## config.mk

```make
export PLATFORM = sky130hd
export DESIGN_NAME = cpu_boot_loader
export DESIGN_NICKNAME = d
export VERILOG_FILES = /design/src/rtl/cpu_boot_loader_pkg.sv /design/src/rtl/cpu_boot_loader_addr_gen.sv /design/src/rtl/cpu_boot_loader.sv
export SDC_FILE = /design/constraint.sdc
export NUM_CORES = 1
export LEC_CHECK = 0
export CAP_MARGIN = 15
export CORE_MARGIN = 4
export CORE_UTILIZATION = 69
export CTS_CLUSTER_SIZE = 28
export DETAILED_ROUTE_END_ITERATION = 12
export DONT_BUFFER_PORTS = 1
export GPL_TIMING_DRIVEN = 0
export HOLD_SLACK_MARGIN = 0.02
export PLACE_DENSITY = 0.85
export SYNTH_ARGS = -nofsm -noshare
export SYNTH_HDL_FRONTEND = slang
export SYNTH_SLANG_ARGS = --single-unit
```

## constraint.sdc

```tcl
create_clock -name clk -period 10 [get_ports clk]
set_input_delay 1 -clock clk [delete_from_list [all_inputs] [get_ports clk]]
set_output_delay 1 -clock clk [all_outputs]
set_load 0.01 [all_outputs]
```

## src/rtl/cpu_boot_loader_pkg.sv

```systemverilog
// cpu_boot_loader_pkg: shared encodings and helpers for the host-side boot loader.
package cpu_boot_loader_pkg;

    typedef enum logic [1:0] {
        IDLE  = 2'd0,
        WRITE = 2'd1,
        RUN   = 2'd2
    } state_e;

    localparam logic TGT_IMEM = 1'b0;
    localparam logic TGT_DMEM = 1'b1;

    localparam int IMEM_STRIDE_DEF = 4;
    localparam int DMEM_STRIDE_DEF = 8;

    // IMEM words are 4-byte aligned, DMEM words 8-byte aligned.
    function automatic logic misaligned(input logic tgt, input logic [2:0] lsb);
        return (tgt == TGT_DMEM) ? (lsb != 3'd0) : (lsb[1:0] != 2'd0);
    endfunction

endpackage

```

## src/rtl/cpu_boot_loader_addr_gen.sv

```systemverilog
// loader_addr_gen: write-address walker with per-target stride and remaining-word count.
module loader_addr_gen
    import cpu_boot_loader_pkg::*;
#(
    parameter int CNT_W       = 16,
    parameter int IMEM_STRIDE = IMEM_STRIDE_DEF,
    parameter int DMEM_STRIDE = DMEM_STRIDE_DEF
) (
    input  logic             clk,
    input  logic             arst_n,
    input  logic             load_i,
    input  logic             step_i,
    input  logic             tgt_i,
    input  logic [63:0]      base_i,
    input  logic [CNT_W-1:0] count_i,
    output logic             tgt_o,
    output logic [63:0]      addr_o,
    output logic             last_o
);

    logic [63:0]      addr_q, addr_d, stride;
    logic [CNT_W-1:0] rem_q, rem_d;
    logic             tgt_q, tgt_d;

    assign stride = (tgt_q == TGT_DMEM) ? 64'(DMEM_STRIDE) : 64'(IMEM_STRIDE);

    always_comb begin
        addr_d = load_i ? base_i  : step_i ? addr_q + stride   : addr_q;
        rem_d  = load_i ? count_i : step_i ? rem_q - CNT_W'(1) : rem_q;
        tgt_d  = load_i ? tgt_i   : tgt_q;
    end

    always_ff @(posedge clk or negedge arst_n) begin
        if (!arst_n) begin
            addr_q <= '0;
            rem_q  <= '0;
            tgt_q  <= TGT_IMEM;
        end else begin
            addr_q <= addr_d;
            rem_q  <= rem_d;
            tgt_q  <= tgt_d;
        end
    end

    assign tgt_o  = tgt_q;
    assign addr_o = addr_q;
    assign last_o = (rem_q == CNT_W'(1));

endmodule

```

## src/rtl/cpu_boot_loader.sv

```systemverilog
// cpu_boot_loader: streams host words into the core's IMEM/DMEM external ports, then releases the core.
module cpu_boot_loader
    import cpu_boot_loader_pkg::*;
#(
    parameter int CNT_W       = 16,
    parameter int IMEM_STRIDE = IMEM_STRIDE_DEF,
    parameter int DMEM_STRIDE = DMEM_STRIDE_DEF
) (
    input  logic             clk,
    input  logic             arst_n,
    input  logic             cmd_valid,
    output logic             cmd_ready,
    input  logic             cmd_target,
    input  logic [63:0]      cmd_base,
    input  logic [CNT_W-1:0] cmd_count,
    input  logic             dat_valid,
    output logic             dat_ready,
    input  logic [63:0]      dat_word,
    input  logic             go,
    input  logic             halt,
    output logic [63:0]      addr_ext,
    output logic             wen_ext,
    output logic             ren_ext,
    output logic [31:0]      wdata_ext,
    output logic [63:0]      addr_ext_2,
    output logic             wen_ext_2,
    output logic             ren_ext_2,
    output logic [63:0]      wdata_ext_2,
    output logic             cpu_enable,
    output logic             busy,
    output logic             error,
    output logic [63:0]      checksum,
    output logic [CNT_W-1:0] words_written
);

    state_e           state_q;
    logic             init_q, wen_q, wen2_q, cpu_enable_q, error_q;
    logic [63:0]      addr_q, addr2_q, wdata2_q, checksum_q;
    logic [31:0]      wdata_q;
    logic [CNT_W-1:0] words_q;
    logic             cmd_fire, ag_tgt, ag_last;
    logic [63:0]      ag_addr, beat;

    // init_q holds ready low for the first cycle after reset release.
    assign cmd_ready = init_q && state_q == IDLE && !halt;
    assign dat_ready = state_q == WRITE && !halt;
    assign cmd_fire  = cmd_valid && cmd_ready;
    assign beat      = (ag_tgt == TGT_IMEM) ? {32'b0, dat_word[31:0]} : dat_word;

    loader_addr_gen #(
        .CNT_W      (CNT_W),
        .IMEM_STRIDE(IMEM_STRIDE),
        .DMEM_STRIDE(DMEM_STRIDE)
    ) u_addr_gen (
        .clk    (clk),
        .arst_n (arst_n),
        .load_i (cmd_fire),
        .step_i (dat_valid && dat_ready),
        .tgt_i  (cmd_target),
        .base_i (cmd_base),
        .count_i(cmd_count),
        .tgt_o  (ag_tgt),
        .addr_o (ag_addr),
        .last_o (ag_last)
    );

    always_ff @(posedge clk or negedge arst_n) begin
        if (!arst_n) begin
            state_q      <= IDLE;
            init_q       <= 1'b0;
            wen_q        <= 1'b0;
            wen2_q       <= 1'b0;
            addr_q       <= '0;
            addr2_q      <= '0;
            wdata_q      <= '0;
            wdata2_q     <= '0;
            cpu_enable_q <= 1'b0;
            error_q      <= 1'b0;
            checksum_q   <= '0;
            words_q      <= '0;
        end else begin
            init_q <= 1'b1;
            wen_q  <= 1'b0;
            wen2_q <= 1'b0;
            case (state_q)
                IDLE: begin
                    if (cmd_fire) begin
                        checksum_q <= '0;
                        words_q    <= '0;
                        if (misaligned(cmd_target, cmd_base[2:0]))
                            error_q <= 1'b1;
                        else if (cmd_count != '0)
                            state_q <= WRITE;
                    end else if (go && init_q && !halt && !cmd_valid) begin
                        state_q      <= RUN;
                        cpu_enable_q <= 1'b1;
                    end
                end
                WRITE: begin
                    if (halt) begin
                        error_q <= 1'b1;
                        state_q <= IDLE;
                    end else if (dat_valid) begin
                        if (ag_tgt == TGT_DMEM) begin
                            wen2_q   <= 1'b1;
                            addr2_q  <= ag_addr;
                            wdata2_q <= dat_word;
                        end else begin
                            wen_q   <= 1'b1;
                            addr_q  <= ag_addr;
                            wdata_q <= dat_word[31:0];
                        end
                        checksum_q <= checksum_q + beat;
                        words_q    <= words_q + CNT_W'(1);
                        if (ag_last)
                            state_q <= IDLE;
                    end
                end
                RUN: begin
                    if (halt) begin
                        cpu_enable_q <= 1'b0;
                        state_q      <= IDLE;
                    end
                end
                default: state_q <= IDLE;
            endcase
        end
    end

    assign addr_ext      = addr_q;
    assign wen_ext       = wen_q;
    assign ren_ext       = 1'b0;
    assign wdata_ext     = wdata_q;
    assign addr_ext_2    = addr2_q;
    assign wen_ext_2     = wen2_q;
    assign ren_ext_2     = 1'b0;
    assign wdata_ext_2   = wdata2_q;
    assign cpu_enable    = cpu_enable_q;
    assign busy          = state_q != IDLE;
    assign error         = error_q;
    assign checksum      = checksum_q;
    assign words_written = words_q;

endmodule

```

==> results.toml <==
[sta]
rsz0062_at_grt = "false"
period_minus_slack_ps = 4882
hold_viol_final = 0
max_slew_margin_pct = 18.39
post-route-period-util_pct = 48.82
tightestPinTransition_ps = 1224
setup_viol = 0
fin_ws_ps = 5118
fin_setup_tns_ps = 0
fmax_mhz = 204.8
fin_worst_skew_ps = 17.79
drv_slew = 0
worst_hold_slack_ps = 164.1

[die]
rows = 62
die_h_um = 179.2
io_pins = 464
fp.dieW_um = 179.2
coreArea_mm2 = 0.02878
die_area_mm2 = 0.03212
initial_utilization_pct = 70.29

[place]
dpl.cell_count = 2348
portBuffers = 0
place_area_mm2 = 0.02072
place.gp.congestion = 0.9881
post-dp-hpwl_um = 46000
post-place-ws_ps = 4932

[drt]
drt_first_pass_iters = 7
detail-route-antenna-nets = 0
via_per_inst = 6.886
wl_per_cell_um = 26.36
num_vias = 16670
wl_um = 63810
route.detailed.drc = 0
first_iter_violations = 2028

[layout]
fillers = 1864
finalNonFillerCells = 2421
fin_area_mm2 = 0.02211
diodes = 0
nNetsFinal = 2227
layout-drive-gt1-share_pct = 15.71
area_delta_synth_final_pct = 9.296
utilization_pct = 76.82

[critical_path]
ff2ff_setup_slack_ps = 5120
crit_arrival_ps = 5290
critical_path_class = "reg2reg"
required_ps = 10410
reg2regPathDepth = 7
end_kind = "flip-flop"
cp-start-kind = "flip-flop"
cp_max_fo = 10
r2r-start = "state_q[1]"
r2r-end = "wdata_ext[30]"

[outcome]
outcome = "finished clean"

[logic_synthesis]
syn_inst = 1962
ys.flop_type = "dfrtp_1"
yosysUniqueCellTypes = 75
ys_warn_count = 0
synth-edff-count = 0
async_flop_share_pct = 100.0
avgSynthCellArea_um2 = 10.31
ys_seq_area_share_pct = 48.49
syn-cell-area_mm2 = 0.02023
ys_ff_latch = 392

[clock_network]
ctsHtreeMaxLevel = 2
clockBufferDepth = 3
cts_sinks = 392
postCtsHoldBufs = 0
cts_setup_buffers = 0
clkLatencyLatePin_ps = 540
cts_tree = "yes"
cts_root_buf = "clkbuf_16"
cts-resized-gates = 0
clk_pin_slew_worst_paths_ps = 60
numCtsBuffers = 40

[global_routing]
antenna_found_initial = 1
grt_pass1_vias = 16800
grt_pass1_wl_um = 95110
grt_util_all_layers_pct = 38.34
grt-ovfl-total = 0
grt_start_max_net_pins = 393

[power_and_ir_drop]
power_density_mw_per_mm2 = 247.9
p_sw_share_pct = 36.08
p_clk_share_pct = 28.8
combPwrFrac_pct = 22.4
power_frac_seq_pct = 48.9
p_leak_nw = 10.36
finalPower_mw = 5.481
p_int_mw = 3.504
switchingPower_mw = 1.978
vdd_ir_drop_max_v = 0.0001863

[flow_run]
max_cap_violations = 0

[hold_path]
hold_class = "in2async"
[layout make-up]
| class | count | area [um^2] | share of cell area (%) |
|---|---|---|---|
| inverters | 34 | 127.6 | 0.5772 |
| flip-flops and latches | 392 | 9809 | 44.37 |
| clock inverters | 16 | 230.2 | 1.041 |
| repair buffers | 1 | 11.26 | 0.05093 |
| well taps | 384 | 480.5 | 2.173 |
| plain buffers | 112 | 440.4 | 1.992 |
| multi-input cells | 1425 | 9856 | 44.58 |
| clock buffers | 57 | 1155 | 5.223 |
[synthesized netlist by cell type, drive strengths merged (13+ instances only)]
cell | count | area, um^2
nor3 | 31 | 160.1
and2 | 43 | 269.0
xor2 | 36 | 315.3
a21oi | 115 | 575.6
inv | 34 | 127.6
o211a | 19 | 190.2
o21ai | 175 | 879.6
ha | 68 | 850.8
clkbuf | 91 | 341.6
and3 | 18 | 112.6
buf | 21 | 98.84
a221o | 22 | 220.2
mux2 | 216 | 2432
xnor2 | 39 | 341.6
nand2 | 244 | 915.9
nand4 | 37 | 246.5
o21bai | 17 | 127.6
a21o | 40 | 300.3
dfrtp | 392 | 9809
nand3 | 42 | 215.2
nor4 | 20 | 125.1
o211ai | 13 | 97.59
nor2 | 88 | 335.3
[state kept, by name, indices dropped and copies added (netlist names), 2 cells and up]
register           flops
checksum              64
wdata_ext_2           64
addr_ext_2            64
words_written         16
state_q                2
u_addr_gen.rem_q      16
u_addr_gen.addr_o     64
wdata_ext             32
addr_ext              64
[kinds of logic after synthesis]
logic type                 share of synthesized area (%)
AOI/OAI and AO/OA                                  15.17
buffers and inverters                              2.808
adders and majority gates                          4.404
xor gates and xnor gates                           3.247
DFF                                                48.49
and+or+nand+nor                                    13.77
other                                            0.03712
muxes                                              12.07
[cells in the final DEF, fill, tap and decap left out, types with 6 or more instances in the layout]
cell type / count
a21o_1: 40
a21oi_1: 115
a221o_1: 22
a31oi_1: 11
and2_1: 43
and3_1: 18
and4_1: 7
buf_1: 9
buf_2: 10
clkbuf_1: 99
clkbuf_16: 40
clkbuf_8: 9
clkinv_2: 6
dfrtp_1: 392
ha_1: 68
inv_1: 33
mux2_2: 216
nand2_1: 244
nand2b_1: 11
nand3_1: 41
nand4_1: 36
nor2_1: 86
nor2b_1: 6
nor3_1: 30
nor4_1: 20
o211a_1: 19
o211ai_1: 13
o21a_1: 10
o21ai_0: 168
o21ai_1: 6
o21bai_1: 17
o311ai_0: 7
or2_2: 9
or3_1: 10
xnor2_1: 39
xor2_1: 36
[power by group through the flow]
stage / logic [mW] / clock network, mW / registers [mW]
4_1_cts: 1.20 / 1.58 / 2.66
3_5_place_dp: 1.18 / 0 / 2.68
3_3_place_gp: 1.12 / 0 / 2.65
6_report: 1.23 / 1.58 / 2.68
5_1_grt: 1.36 / 1.65 / 2.73
2_1_floorplan: 0.948 / 0 / 2.47
[worst max-delay path, stage by stage, from the launching register on]
cell      delay [ps]
dfrtp_1          450
nand2b_1         210
nor2_1           600
nand2_1          570
nor2_1           830
clkbuf_1         970
buf_1            690
mux2_2           420
[how the worst max path moves through the flow]
stage	cells past startpoint	from	endpoint
3_5_place_dp	6	halt	wdata_ext[30]
3_3_place_gp	6	halt	addr_ext[56]
5_1_grt	7	state_q[1]	wdata_ext[30]
6_report	7	state_q[1]	wdata_ext[30]
4_1_cts	7	state_q[1]	wdata_ext[30]
2_1_floorplan	14	dat_word[0]	checksum[60]
[routing by layer]
| metal | part of all wire, % | up-vias | track usage [%] |
|---|---|---|---|
| met3 | 14 | 324 | 14.30 |
| met4 | 7.1 | 0 | 21.39 |
| met2 | 45 | 1209 | 60.64 |
| met1 | 34 | 7986 | 45.36 |
| met5 | 0 | - | 0 |
| li1 | - | 7152 | - |
(Power assumes the default switching activity.)
